==> src/rtl/la32r_pkg.sv <==
// LA32R shared definitions: load-op encodings and MEM-stage FSM states.
`default_nettype none

package la32r_pkg;

    localparam logic [2:0] LD_B  = 3'b000;
    localparam logic [2:0] LD_H  = 3'b001;
    localparam logic [2:0] LD_W  = 3'b010;
    localparam logic [2:0] LD_BU = 3'b100;
    localparam logic [2:0] LD_HU = 3'b101;

    typedef enum logic [1:0] {
        MEM_IDLE = 2'b00,
        MEM_WAIT = 2'b01,
        MEM_HOLD = 2'b10
    } mem_state_e;

endpackage

`default_nettype wire

==> src/rtl/mem_stage_if.sv <==
// EX->MEM payload, data-SRAM response, MEM->WB payload and ID forwarding info.
`default_nettype none

interface mem_stage_if #(
    parameter int DW = 32,
    parameter int AW = 5
);
    logic          ex_to_mem_valid;
    logic          mem_allow_in;
    logic [31:0]   ex_pc;
    logic [DW-1:0] ex_result;
    logic          ex_is_load;
    logic [2:0]    ex_ld_op;
    logic [3:0]    ex_rf_we;
    logic [AW-1:0] ex_rf_waddr;
    logic          data_sram_data_ok;
    logic [DW-1:0] data_sram_rdata;
    logic          wb_allow_in;
    logic          to_wb_valid;
    logic [31:0]   pc_out;
    logic [3:0]    rf_we_out;
    logic [AW-1:0] rf_waddr_out;
    logic [DW-1:0] rf_wdata_out;
    logic          fwd_we;
    logic          fwd_block;

    modport master (
        output ex_to_mem_valid, ex_pc, ex_result, ex_is_load, ex_ld_op,
               ex_rf_we, ex_rf_waddr, data_sram_data_ok, data_sram_rdata, wb_allow_in,
        input  mem_allow_in, to_wb_valid, pc_out, rf_we_out, rf_waddr_out,
               rf_wdata_out, fwd_we, fwd_block
    );

    modport slave (
        input  ex_to_mem_valid, ex_pc, ex_result, ex_is_load, ex_ld_op,
               ex_rf_we, ex_rf_waddr, data_sram_data_ok, data_sram_rdata, wb_allow_in,
        output mem_allow_in, to_wb_valid, pc_out, rf_we_out, rf_waddr_out,
               rf_wdata_out, fwd_we, fwd_block
    );
endinterface

`default_nettype wire

==> src/rtl/mem_stage_load_align.sv <==
// Selects the addressed byte/half of a load response and sign/zero extends it.
`default_nettype none

module load_align
    import la32r_pkg::*;
#(
    parameter int DW = 32
) (
    input  logic [2:0]    ld_op_i,
    input  logic [1:0]    addr_i,
    input  logic [DW-1:0] rdata_i,
    output logic [DW-1:0] wdata_o
);
    logic [7:0]  byte_d;
    logic [15:0] half_d;

    always_comb begin
        byte_d  = rdata_i[8*addr_i +: 8];
        // addr_i[0] is ignored for halves; misaligned halves never reach here
        half_d  = rdata_i[16*addr_i[1] +: 16];
        wdata_o = rdata_i;
        case (ld_op_i)
            LD_B:    wdata_o = {{(DW-8){byte_d[7]}}, byte_d};
            LD_BU:   wdata_o = {{(DW-8){1'b0}}, byte_d};
            LD_H:    wdata_o = {{(DW-16){half_d[15]}}, half_d};
            LD_HU:   wdata_o = {{(DW-16){1'b0}}, half_d};
            default: wdata_o = rdata_i;
        endcase
    end
endmodule

`default_nettype wire

==> src/rtl/mem_stage.sv <==
// LA32R MEM stage: latches EX results, waits for load data, hands results to WB.
`default_nettype none

module mem_stage
    import la32r_pkg::*;
#(
    parameter int DW = 32,
    parameter int AW = 5
) (
    input  logic          clk,
    input  logic          reset,
    mem_stage_if.slave    bus
);
    logic          mem_valid_q;
    logic [31:0]   pc_q;
    logic [DW-1:0] result_q;
    logic          is_load_q;
    logic [2:0]    ld_op_q;
    logic [3:0]    rf_we_q;
    logic [AW-1:0] waddr_q;
    logic [DW-1:0] buf_q, buf_d;
    mem_state_e    state_q, state_d;

    logic          ready_go;
    logic          allow_in;
    logic          transfer;
    logic          load_in;
    logic [DW-1:0] rdata_sel;
    logic [DW-1:0] ld_wdata;

    always_comb begin
        ready_go = 1'b1;
        if (state_q == MEM_WAIT) ready_go = bus.data_sram_data_ok;
    end

    assign allow_in = !mem_valid_q || (ready_go && bus.wb_allow_in);
    assign transfer = mem_valid_q && ready_go && bus.wb_allow_in;
    assign load_in  = allow_in && bus.ex_to_mem_valid && bus.ex_is_load;

    always_comb begin
        state_d = state_q;
        buf_d   = buf_q;
        case (state_q)
            MEM_IDLE: if (load_in) state_d = MEM_WAIT;
            MEM_WAIT: begin
                if (bus.data_sram_data_ok) begin
                    if (bus.wb_allow_in) begin
                        state_d = load_in ? MEM_WAIT : MEM_IDLE;
                    end else begin
                        state_d = MEM_HOLD;
                        buf_d   = bus.data_sram_rdata;
                    end
                end
            end
            MEM_HOLD: if (transfer) state_d = load_in ? MEM_WAIT : MEM_IDLE;
            default:  state_d = MEM_IDLE;
        endcase
    end

    always_ff @(posedge clk or negedge reset) begin
        if (!reset) begin
            state_q     <= MEM_IDLE;
            buf_q       <= '0;
            mem_valid_q <= 1'b0;
            pc_q        <= '0;
            result_q    <= '0;
            is_load_q   <= 1'b0;
            ld_op_q     <= '0;
            rf_we_q     <= '0;
            waddr_q     <= '0;
        end else begin
            state_q <= state_d;
            buf_q   <= buf_d;
            if (allow_in) begin
                mem_valid_q <= bus.ex_to_mem_valid;
                if (bus.ex_to_mem_valid) begin
                    pc_q      <= bus.ex_pc;
                    result_q  <= bus.ex_result;
                    is_load_q <= bus.ex_is_load;
                    ld_op_q   <= bus.ex_ld_op;
                    rf_we_q   <= bus.ex_rf_we;
                    waddr_q   <= bus.ex_rf_waddr;
                end
            end
        end
    end

    // WAIT bypasses the live response; HOLD replays the captured word
    assign rdata_sel = (state_q == MEM_HOLD) ? buf_q : bus.data_sram_rdata;

    load_align #(.DW(DW)) u_load_align (
        .ld_op_i (ld_op_q),
        .addr_i  (result_q[1:0]),
        .rdata_i (rdata_sel),
        .wdata_o (ld_wdata)
    );

    assign bus.mem_allow_in = allow_in;
    assign bus.to_wb_valid  = mem_valid_q && ready_go;
    assign bus.pc_out       = pc_q;
    assign bus.rf_we_out    = mem_valid_q ? rf_we_q : 4'b0000;
    assign bus.rf_waddr_out = waddr_q;
    assign bus.rf_wdata_out = is_load_q ? ld_wdata : result_q;
    assign bus.fwd_we       = mem_valid_q && (|rf_we_q);
    assign bus.fwd_block    = mem_valid_q && (state_q == MEM_WAIT) && !bus.data_sram_data_ok;
endmodule

`default_nettype wire

==> src/flat_wrapper.sv <==
// flat-port wrapper written by rule: the top's interface ports become plain ports
module mem_stage_flat import la32r_pkg::*;
#(
    parameter int DW = 32,
    parameter int AW = 5
)
  (clk, reset, bus_ex_to_mem_valid, bus_ex_pc, bus_ex_result, bus_ex_is_load, bus_ex_ld_op, bus_ex_rf_we, bus_ex_rf_waddr, bus_data_sram_data_ok, bus_data_sram_rdata, bus_wb_allow_in, bus_mem_allow_in, bus_to_wb_valid, bus_pc_out, bus_rf_we_out, bus_rf_waddr_out, bus_rf_wdata_out, bus_fwd_we, bus_fwd_block);
  mem_stage_if #(.DW(DW), .AW(AW)) bus_i ();
  input  logic clk;
  input  logic reset;
  input wire logic [$bits(bus_i.ex_to_mem_valid)-1:0] bus_ex_to_mem_valid;
  input wire logic [$bits(bus_i.ex_pc)-1:0] bus_ex_pc;
  input wire logic [$bits(bus_i.ex_result)-1:0] bus_ex_result;
  input wire logic [$bits(bus_i.ex_is_load)-1:0] bus_ex_is_load;
  input wire logic [$bits(bus_i.ex_ld_op)-1:0] bus_ex_ld_op;
  input wire logic [$bits(bus_i.ex_rf_we)-1:0] bus_ex_rf_we;
  input wire logic [$bits(bus_i.ex_rf_waddr)-1:0] bus_ex_rf_waddr;
  input wire logic [$bits(bus_i.data_sram_data_ok)-1:0] bus_data_sram_data_ok;
  input wire logic [$bits(bus_i.data_sram_rdata)-1:0] bus_data_sram_rdata;
  input wire logic [$bits(bus_i.wb_allow_in)-1:0] bus_wb_allow_in;
  output wire logic [$bits(bus_i.mem_allow_in)-1:0] bus_mem_allow_in;
  output wire logic [$bits(bus_i.to_wb_valid)-1:0] bus_to_wb_valid;
  output wire logic [$bits(bus_i.pc_out)-1:0] bus_pc_out;
  output wire logic [$bits(bus_i.rf_we_out)-1:0] bus_rf_we_out;
  output wire logic [$bits(bus_i.rf_waddr_out)-1:0] bus_rf_waddr_out;
  output wire logic [$bits(bus_i.rf_wdata_out)-1:0] bus_rf_wdata_out;
  output wire logic [$bits(bus_i.fwd_we)-1:0] bus_fwd_we;
  output wire logic [$bits(bus_i.fwd_block)-1:0] bus_fwd_block;
  assign bus_i.ex_to_mem_valid = bus_ex_to_mem_valid;
  assign bus_i.ex_pc = bus_ex_pc;
  assign bus_i.ex_result = bus_ex_result;
  assign bus_i.ex_is_load = bus_ex_is_load;
  assign bus_i.ex_ld_op = bus_ex_ld_op;
  assign bus_i.ex_rf_we = bus_ex_rf_we;
  assign bus_i.ex_rf_waddr = bus_ex_rf_waddr;
  assign bus_i.data_sram_data_ok = bus_data_sram_data_ok;
  assign bus_i.data_sram_rdata = bus_data_sram_rdata;
  assign bus_i.wb_allow_in = bus_wb_allow_in;
  assign bus_mem_allow_in = bus_i.mem_allow_in;
  assign bus_to_wb_valid = bus_i.to_wb_valid;
  assign bus_pc_out = bus_i.pc_out;
  assign bus_rf_we_out = bus_i.rf_we_out;
  assign bus_rf_waddr_out = bus_i.rf_waddr_out;
  assign bus_rf_wdata_out = bus_i.rf_wdata_out;
  assign bus_fwd_we = bus_i.fwd_we;
  assign bus_fwd_block = bus_i.fwd_block;
  mem_stage #(.DW(DW), .AW(AW)) u_core (.clk(clk), .reset(reset), .bus(bus_i));
endmodule
==> config.mk <==
export PLATFORM = sky130hd
export DESIGN_NAME = mem_stage_flat
export DESIGN_NICKNAME = d
export VERILOG_FILES = /design/src/rtl/la32r_pkg.sv /design/src/rtl/mem_stage_if.sv /design/src/rtl/mem_stage_load_align.sv /design/src/rtl/mem_stage.sv /design/src/flat_wrapper.sv
export SDC_FILE = /design/constraint.sdc
export NUM_CORES = 1
export LEC_CHECK = 0
export BUFFER_PORTS_ARGS = -buffer_cell sky130_fd_sc_hd__buf_2
export CAP_MARGIN = 20
export CORE_ASPECT_RATIO = 2
export CORE_MARGIN = 3
export CORE_UTILIZATION = 55
export DETAILED_ROUTE_END_ITERATION = 10
export HOLD_SLACK_MARGIN = 0.03
export PLACE_DENSITY = 0.86
export SLEW_MARGIN = 20
export SYNTH_ARGS = -nofsm -noshare
export SYNTH_HDL_FRONTEND = slang
export SYNTH_HIERARCHICAL = 1
export SYNTH_SLANG_ARGS = --single-unit
==> constraint.sdc <==
create_clock -name clk -period 7.77 [get_ports clk]
set_clock_uncertainty 0.15 [all_clocks]
set_input_delay 0.777 -clock clk [delete_from_list [all_inputs] [get_ports clk]]
set_output_delay 0.777 -clock clk [all_outputs]
set_load 0.02 [all_outputs]
# Yosys cells after proc, flatten, opt, wreduce, memory -nomap -nowiden
# Cells that the tools add are included.
# totals
rom_bits	0
regBits	112
mem_count	0
ramBits	0
latch_bits	0
word_cells	48
output_inout_bits	77
inputBits	114
# classes
n_div	0
reduce_logical	17
shifts	2
add_sub_neg	0
order_cmp	0
multipliers	0
muxes	11
n_eq_ne	8
n_bitwise	1
# op_table
operator	n
32-bit case mux with 4 select lines	1
32-bit 2-to-1 mux	2
32-bit by 6-bit variable part select with 16-bit output	1
32-bit by 6-bit variable part select with 8-bit output	1
1-bit logical AND	8
2-bit 2-to-1 mux	4
3-bit equality test (second input constant)	2
2-bit case mux with 3 select lines	1
3-bit AND reduction	2
4-bit 2-to-1 mux	1
2-bit by 1-bit != test with 1-bit output (second input constant)	2
4-bit OR reduction	1
3-bit by 1-bit equality test with 1-bit output (second input constant)	1
3-bit logical NOT	1
2-bit by 1-bit equality test with 1-bit output (second input constant)	1
2-bit equality test (second input constant)	1
1-bit logical NOT	2
2-bit logical NOT	1
1-bit 2-to-1 mux	2
2-bit != test (second input constant)	1
2-bit AND reduction	1
1-bit logical OR	1
1-bit NOT	1

# Logic depth before layout (Yosys ltp)
# Gate-level depths: netlist (run 1).
# logic_depth
word_depth	10
depth_mapped	9
ltp_nobuf	6

# By module
# Netlist (run 1), hierarchy kept.
# modules_own_cells
mod	area_per_inst_um2	seq_area_each_um2	n_inst	cells_per_inst
mem_stage	5153.7	2802.7	1	328
load_align	752.0	0.0	1	116

# Worst setup path after synthesis (run 1)
# OpenSTA, ideal clock, no wires.
# synth_path
path_type	register -> output
startpoint	register u_core.state_q[1]
endpoint	output port bus_rf_wdata_out[16]
path_stages_with_launch	10
slack_ns	4.098
arrival_ns	2.745
t_required_ns	6.843
path_buffers	3
cell_sequence	dfrtp_1 nor2b_1 clkbuf_1 buf_2 mux2_2 mux4_2 a221oi_4 buf_6 a21oi_1 mux2_2
# synth_via
elab_chain_len	5
elab_cells_between_ends	6
cone_classes	1 x eq/ne; 2 x shift; 3 x mux
# synth_rtl
item	line_no	source
from (decl)	mem_stage.sv:22	mem_state_e state_q, state_d;
from (signal assigned)	mem_stage.sv:72	state_q <= state_d;
2-bit equality test *	mem_stage.sv:89	assign rdata_sel = (state_q == MEM_HOLD) ? buf_q : bus.data_sram_rdata;
32-bit 2-to-1 mux *	mem_stage.sv:89	
named net u_core.rdata_sel[15]	mem_stage.sv:28	logic [DW-1:0] rdata_sel;
32-bit by 6-bit variable part select with 16-bit output or 32-bit by 6-bit variable part select with 8-bit output (tied branches)	mem_stage_load_align.sv:20, mem_stage_load_align.sv:18	
32-bit case mux with 4 select lines *	mem_stage_load_align.sv:22	case (ld_op_i)
named net u_core.ld_wdata[16]	mem_stage.sv:29	logic [DW-1:0] ld_wdata;
32-bit 2-to-1 mux *	mem_stage.sv:103	assign bus.rf_wdata_out = is_load_q ? ld_wdata : result_q;
to (decl)	flat_wrapper.sv:26	output wire logic [$bits(bus_i.rf_wdata_out)-1:0] bus_rf_wdata_out;
# The timed path passes the listed nets; every way through them passes the cells marked *.

# Worst setup path in the final report (run 1)
# layout_path
startpoint	register u_core.state_q[1]
endpoint	output port bus_rf_wdata_out[25]
# The elaborated chain is that of the path after synthesis.

==> results.yml, run 1 <==
outcome:
  status: "complete, no violations"
timing:
  setup_tns_ns: 0
  final.min_clock_period_ns: 4.465
  rsz0062_at_grt: "false"
  maxSlewViolCount: 0
  clock.fmax_mhz: 223.9
  worstMarginPinSlew_ns: 0.8914
  hold_viol_final: 0
  period_share_pct: 57.47
  maxSlewHeadroom_pct: 40.57
  finalSetupViolations: 0
logic_synthesis:
  avgSynthCellArea_um2: 13.30
  synthFlopType: "dfrtp_1"
  syn_area_um2: 5906
  synth_cell_types: 36
  yosysWarnings: 6
  synth_seq_area_share_pct: 47.46
  syn_inst: 444
  ys_ff_latch: 112
  synth_common_cells: "149 x mux2_2, 112 x dfrtp_1, 30 x mux2_4"
  synth_top_area_share_pct: 47.46
  synth-edff-count: 0
  yosysMostFrequentCell: "mux2_2"
  yosysTopAreaCell: "dfrtp_1"
  syn-num-nets: 558
  async_flop_share_pct: 100.0
  synth_area_leaders: "dfrtp_1 47%, mux2_2 28%, mux2_4 7.6%"
global_routing:
  grt_pass1_vias: 4809
  grt_first_pass_wirelength_um: 24250
  grt_use_total_pct: 26.18
  grt_start_max_net_pins: 73
  antenna_found_initial: 0
  overflow: 0
cts:
  clk_latency_ns: 0.35
  clock_sinks: 112
  root_buffer: "clkbuf_16"
  path_clk_slew_ns: 0.08
  cts_buffers: 9
  cts_resized: 0
  cts_tree: "done"
  htreeDepth: 3
  clock_path_buffers: 2
  hold_buffers: 0
  post-cts-setup-buffers: 0
placed_design:
  hpwl_um: 11920
  placed_cells: 744
  place_congestion: 0.9924
  io_buffer_count: 190
detailed_routing:
  firstDrtPassIters: 4
  via_per_inst: 5.704
  drc_errors: 0
  drtIter0Drc: 269
  vias: 4329
  drt.antenna.violating_nets: 0
  drt-total-wl_um: 15490
  routedWlPerCell_um: 20.40
job:
  cap_violations: 0
worst_setup_path:
  cp.required_ns: 6.84
  worstSetupPathType: "register to primary output"
  critPathLaunchType: "register"
  crit-reg2reg-launch: "u_core/mem_valid_q"
  critPathLaunch: "u_core/state_q[1]"
  end_kind: "primary output"
  crit_arrival_ns: 3.54
  path_max_fanout: 33
floorplan:
  dieArea_um2: 12090
  ioPinCount: 191
  die_y_um: 152.5
  core_area_um2: 10280
  rows: 52
  initial_utilization_pct: 57.45
  die_w_um: 79.27
finish:
  final_cells: 759
  area_delta_synth_final_pct: 21.86
  fill_cells: 791
  fin_nets: 734
  antennaDiodeCount: 0
  drive_gt1_share_pct: 63.62
  final_util_pct: 70.01
pwr:
  powerDensity_nw_per_um2: 285.0
  p_total_uw: 2051
  p_leak_uw: 0.003473
  max-vdd-ir-drop_mv: 0.1790
min_path:
  hold_path.class: "input port to async pin"
[worst max-delay path, stage by stage (launching register included)]
cell and delay, ns:
dfrtp_1 0.43, nor2b_2 0.16, buf_4 0.39, mux2_2 0.43
mux4_2 0.53, a221oi_4 0.68, a21oi_1 0.11, mux2_2 0.29
buf_2 0.16
[cell type report]
type	instances	area, um2	share of cell area, %
inverter	21	78.83	1.095
multi-input combinational	281	2851	39.62
timing repair buffer	195	991.0	13.77
clock inverter	6	78.83	1.095
tap	135	168.9	2.347
sequential	112	2803	38.94
clock buffer	9	225.2	3.129
[path summary, 6_finish.rpt]
path,endpoint,slack (ns),depth (start not counted)
setup / recovery,bus_rf_wdata_out[25],3.30,8
hold / removal,u_core/result_q[15],0.25,1
setup reg to reg,u_core/bus.pc_out[2],5.23,4
hold reg to reg,u_core/buf_q[24],0.35,1
max in group asynchronous,u_core/buf_q[27],5.91,2
min in group clk,u_core/buf_q[24],0.35,1
[kinds of logic after synthesis]
group / count (synthesis) / share of synthesized area (%)
compound gates: 57 / 7.077
buf+inv: 51 / 4.449
flops: 112 / 47.46
mux: 184 / 37.10
simple gates: 40 / 3.919
[layout by cell type, fill, tap and decap left out, types with 6 or more instances in the layout]
master / count
mux2_2: 149
dfrtp_1: 112
nor2b_1: 7
a21oi_1: 17
inv_1: 21
clkbuf_16: 9
buf_4: 6
mux2_4: 30
nand2_1: 11
o21ai_0: 7
nor2_1: 6
buf_2: 189
a22oi_1: 8
[report_power, final]
group	internal [uW]	switching, uW	total [uW]
Clock	255	219	474
Sequential	730	97.0	827
Combinational	360	389	750
Total	1350	706	2050
[per-stage QoR]
step	hold WS, ns	cell area, um2	worst slack, ns
final	0.2468	7197	3.305
after global routing	0.2853	7197	3.096
after CTS	0.2697	7197	3.304
after detailed placement	0.3370	6893	3.684
after global placement	0.3334	6893	3.794
after floorplan	0.3250	5906	4.098
[routing by layer]
layer	track usage, %	share of wire, %	up-vias
met3	6.923	7.0	61
li1	-	-	1951
met1	26.84	34	2113
met2	44.81	52	204
met5	0	0	-
met4	18.44	7.3	0
[state kept, by name, summed over array words and instances, names as in the netlist]
name,count
u_core/buf_q,32
u_core/bus.pc_out,32
u_core/result_q,32
u_core/bus.rf_waddr_out,5
u_core/rf_we_q,4
u_core/ld_op_q,3
u_core/state_q,2
u_core/is_load_q,1
u_core/mem_valid_q,1
Note: power is estimated with default switching activity, not from simulation.
==> run 2, diff against run 1 <==
- ABC_AREA: not set -> 1
- CORE_UTILIZATION: 55 -> 46
- PLACE_DENSITY: 0.86 -> 0.76
- clock period: 7.77 -> 3.8 ns (I/O delays scaled with it)
==> run 2 against run 1 <==
Area after synthesis up 0.15%. Largest cell class is now flip-flops and latches. Setup slack worse by 2.8 ns. Synthesized cell count up 91%. Critical path depth up 4. Total power up 140%. Worst hold slack worse by 0.18 ns. Non-clock buffer count up 6. First-iteration DRC count up 96%. Final area unchanged.
==> results.yml, run 2 <==
detailed_routing:
  routedWlPerCell_um: 15.48
  drc_errors: 0
  drt.antenna.violating_nets: 0
  vias: 5890
  drtIter0Drc: 526
  drt-total-wl_um: 18100
  firstDrtPassIters: 7
  via_per_inst: 5.038
logic_synthesis:
  synth_cell_types: 27
  syn_area_um2: 5914
  syn_inst: 850
  synth_seq_area_share_pct: 47.39
  ys_ff_latch: 112
  syn-num-nets: 964
  yosysMostFrequentCell: "nand2_1"
  synth_common_cells: "462 x nand2_1, 112 x dfrtp_1, 62 x inv_1"
  synth_area_leaders: "dfrtp_1 47%, nand2_1 29%, o21ai_0 4.2%"
  yosysTopAreaCell: "dfrtp_1"
  synthFlopType: "dfrtp_1"
  async_flop_share_pct: 100.0
  synth-edff-count: 0
  yosysWarnings: 6
  synth_top_area_share_pct: 47.39
  avgSynthCellArea_um2: 6.958
floorplan:
  die_w_um: 86.18
  rows: 58
  ioPinCount: 191
  dieArea_um2: 14340
  initial_utilization_pct: 47.11
  core_area_um2: 12550
  die_y_um: 166.4
cts:
  cts_buffers: 9
  path_clk_slew_ns: 0.08
  htreeDepth: 3
  post-cts-setup-buffers: 0
  clk_latency_ns: 0.35
  cts_tree: "done"
  root_buffer: "clkbuf_16"
  clock_sinks: 112
  hold_buffers: 1
  cts_resized: 0
  clock_path_buffers: 2
worst_setup_path:
  cp.required_ns: 3.27
  path_max_fanout: 53
  worstSetupPathType: "register to primary output"
  crit_arrival_ns: 2.79
  critPathLaunchType: "register"
  end_kind: "primary output"
timing:
  period_share_pct: 87.35
  final.min_clock_period_ns: 3.319
  clock.fmax_mhz: 301.3
  hold_viol_final: 0
  worstMarginPinSlew_ns: 0.9941
  maxSlewHeadroom_pct: 33.66
  rsz0062_at_grt: "false"
  finalSetupViolations: 0
  maxSlewViolCount: 0
  setup_tns_ns: 0
  fin_ws_ns: 0.4809
outcome:
  status: "complete, no violations"
finish:
  final_common_cell: "nand2_1"
  drive_gt1_share_pct: 23.28
  fin_nets: 1127
  layout_common_cells: "462 x nand2_1, 189 x buf_2, 111 x dfrtp_1, 62 x inv_1, 50 x o21ai_0"
  fill_cells: 1282
  area_delta_synth_final_pct: 21.68
global_routing:
  antenna_found_initial: 1
  grt_pass1_vias: 5833
  grt_use_total_pct: 26.15
  grt_first_pass_wirelength_um: 29080
  overflow: 0
  grt_start_max_net_pins: 78
pwr:
  powerDensity_nw_per_um2: 698.1
  p_leak_uw: 0.004284
  max-vdd-ir-drop_mv: 0.3617
min_path:
  hold_path.class: "input port to register"
job:
  cap_violations: 0
placed_design:
  hpwl_um: 13500
  io_buffer_count: 190
  dp_slack_ns: 0.9335
  place_congestion: 0.9379
-- run 2: through the flow --
step / util (%) / instances / hold WS, ns / cell area [um2] / total power [uW]
after global routing: 57.33 / 1169 / 0.06456 / 7197 / 5401
after CTS: 57.30 / 1168 / 0.06435 / 7193 / 5041
after global placement: 54.64 / 1151 / 0.2996 / 6860 / 3967
final: 57.33 / 1169 / 0.07089 / 7197 / 5024
after floorplan: - / 850 / -0.06559 / 5914 / 3319
after detailed placement: 54.64 / 1151 / 0.3028 / 6860 / 4009
-- run 2: kinds of logic (layout without fill, tap and decap cells) --
logic type	after synthesis	count (layout)	share of synthesized area, %
AO/OA/AOI/OAI	77	77	6.643
flip-flops	112	112	47.39
other	0	1	0
buffers and inverters	118	286	9.414
AND/OR/NAND/NOR	543	543	36.56
-- run 2: worst paths after layout --
path | startpoint | end | slack, ns | depth (start not counted)
setup reg to reg | u_core/mem_valid_q | u_core/bus.pc_out[1] | 1.85 | 6
max in group asynchronous | reset | u_core/bus.pc_out[22] | 2.21 | 3
min in group asynchronous | reset | u_core/result_q[18] | 0.53 | 2
hold reg to reg | u_core/bus.pc_out[29] | u_core/bus.pc_out[29] | 0.32 | 2
setup / recovery | u_core/state_q[0] | bus_rf_wdata_out[18] | 0.48 | 12
hold / removal | bus_ex_pc[26] | u_core/bus.pc_out[26] | 0.07 | 3
-- run 2: power breakdown --
part / internal [uW] / switching, uW / leakage (uW)
registers: 1590 / 287 / 0.00138
clock network: 547 / 476 / 0.000158
logic: 694 / 1430 / 0.00274
total: 2840 / 2190 / 0.00428
-- run 2: metal layers --
layer	vias to the layer above	track usage (%)	wire, um
met2	258	47.50	9747
met3	59	4.369	1082
met1	2660	27.96	6231
met4	0	13.91	1040
li1	2913	-	-
met5	-	0	0
-- run 2: worst max-delay path, stage by stage, from the launching register on --
cell and delay, ns:
dfrtp_1 0.47, nor2_4 0.13, buf_4 0.40, o21ai_0 0.19
inv_1 0.08, nand2_1 0.07, nand3_1 0.12, nand2_1 0.08
nand2_2 0.35, nand3_1 0.12, nand2_1 0.17, nand2_1 0.07
buf_2 0.15
-- run 2: final cells by class --
type | count | area (um2) | share of cell area (%)
Timing Repair Buffer | 201 | 1051 | 14.60
Clock inverter | 6 | 83.83 | 1.165
Clock buffer | 10 | 239.0 | 3.321
Antenna cell | 1 | 2.502 | 0.03477
Sequential cell | 112 | 2804 | 38.96
Multi-Input combinational cell | 620 | 2567 | 35.67
Inverter | 69 | 261.5 | 3.634
Tap cell | 150 | 187.7 | 2.608
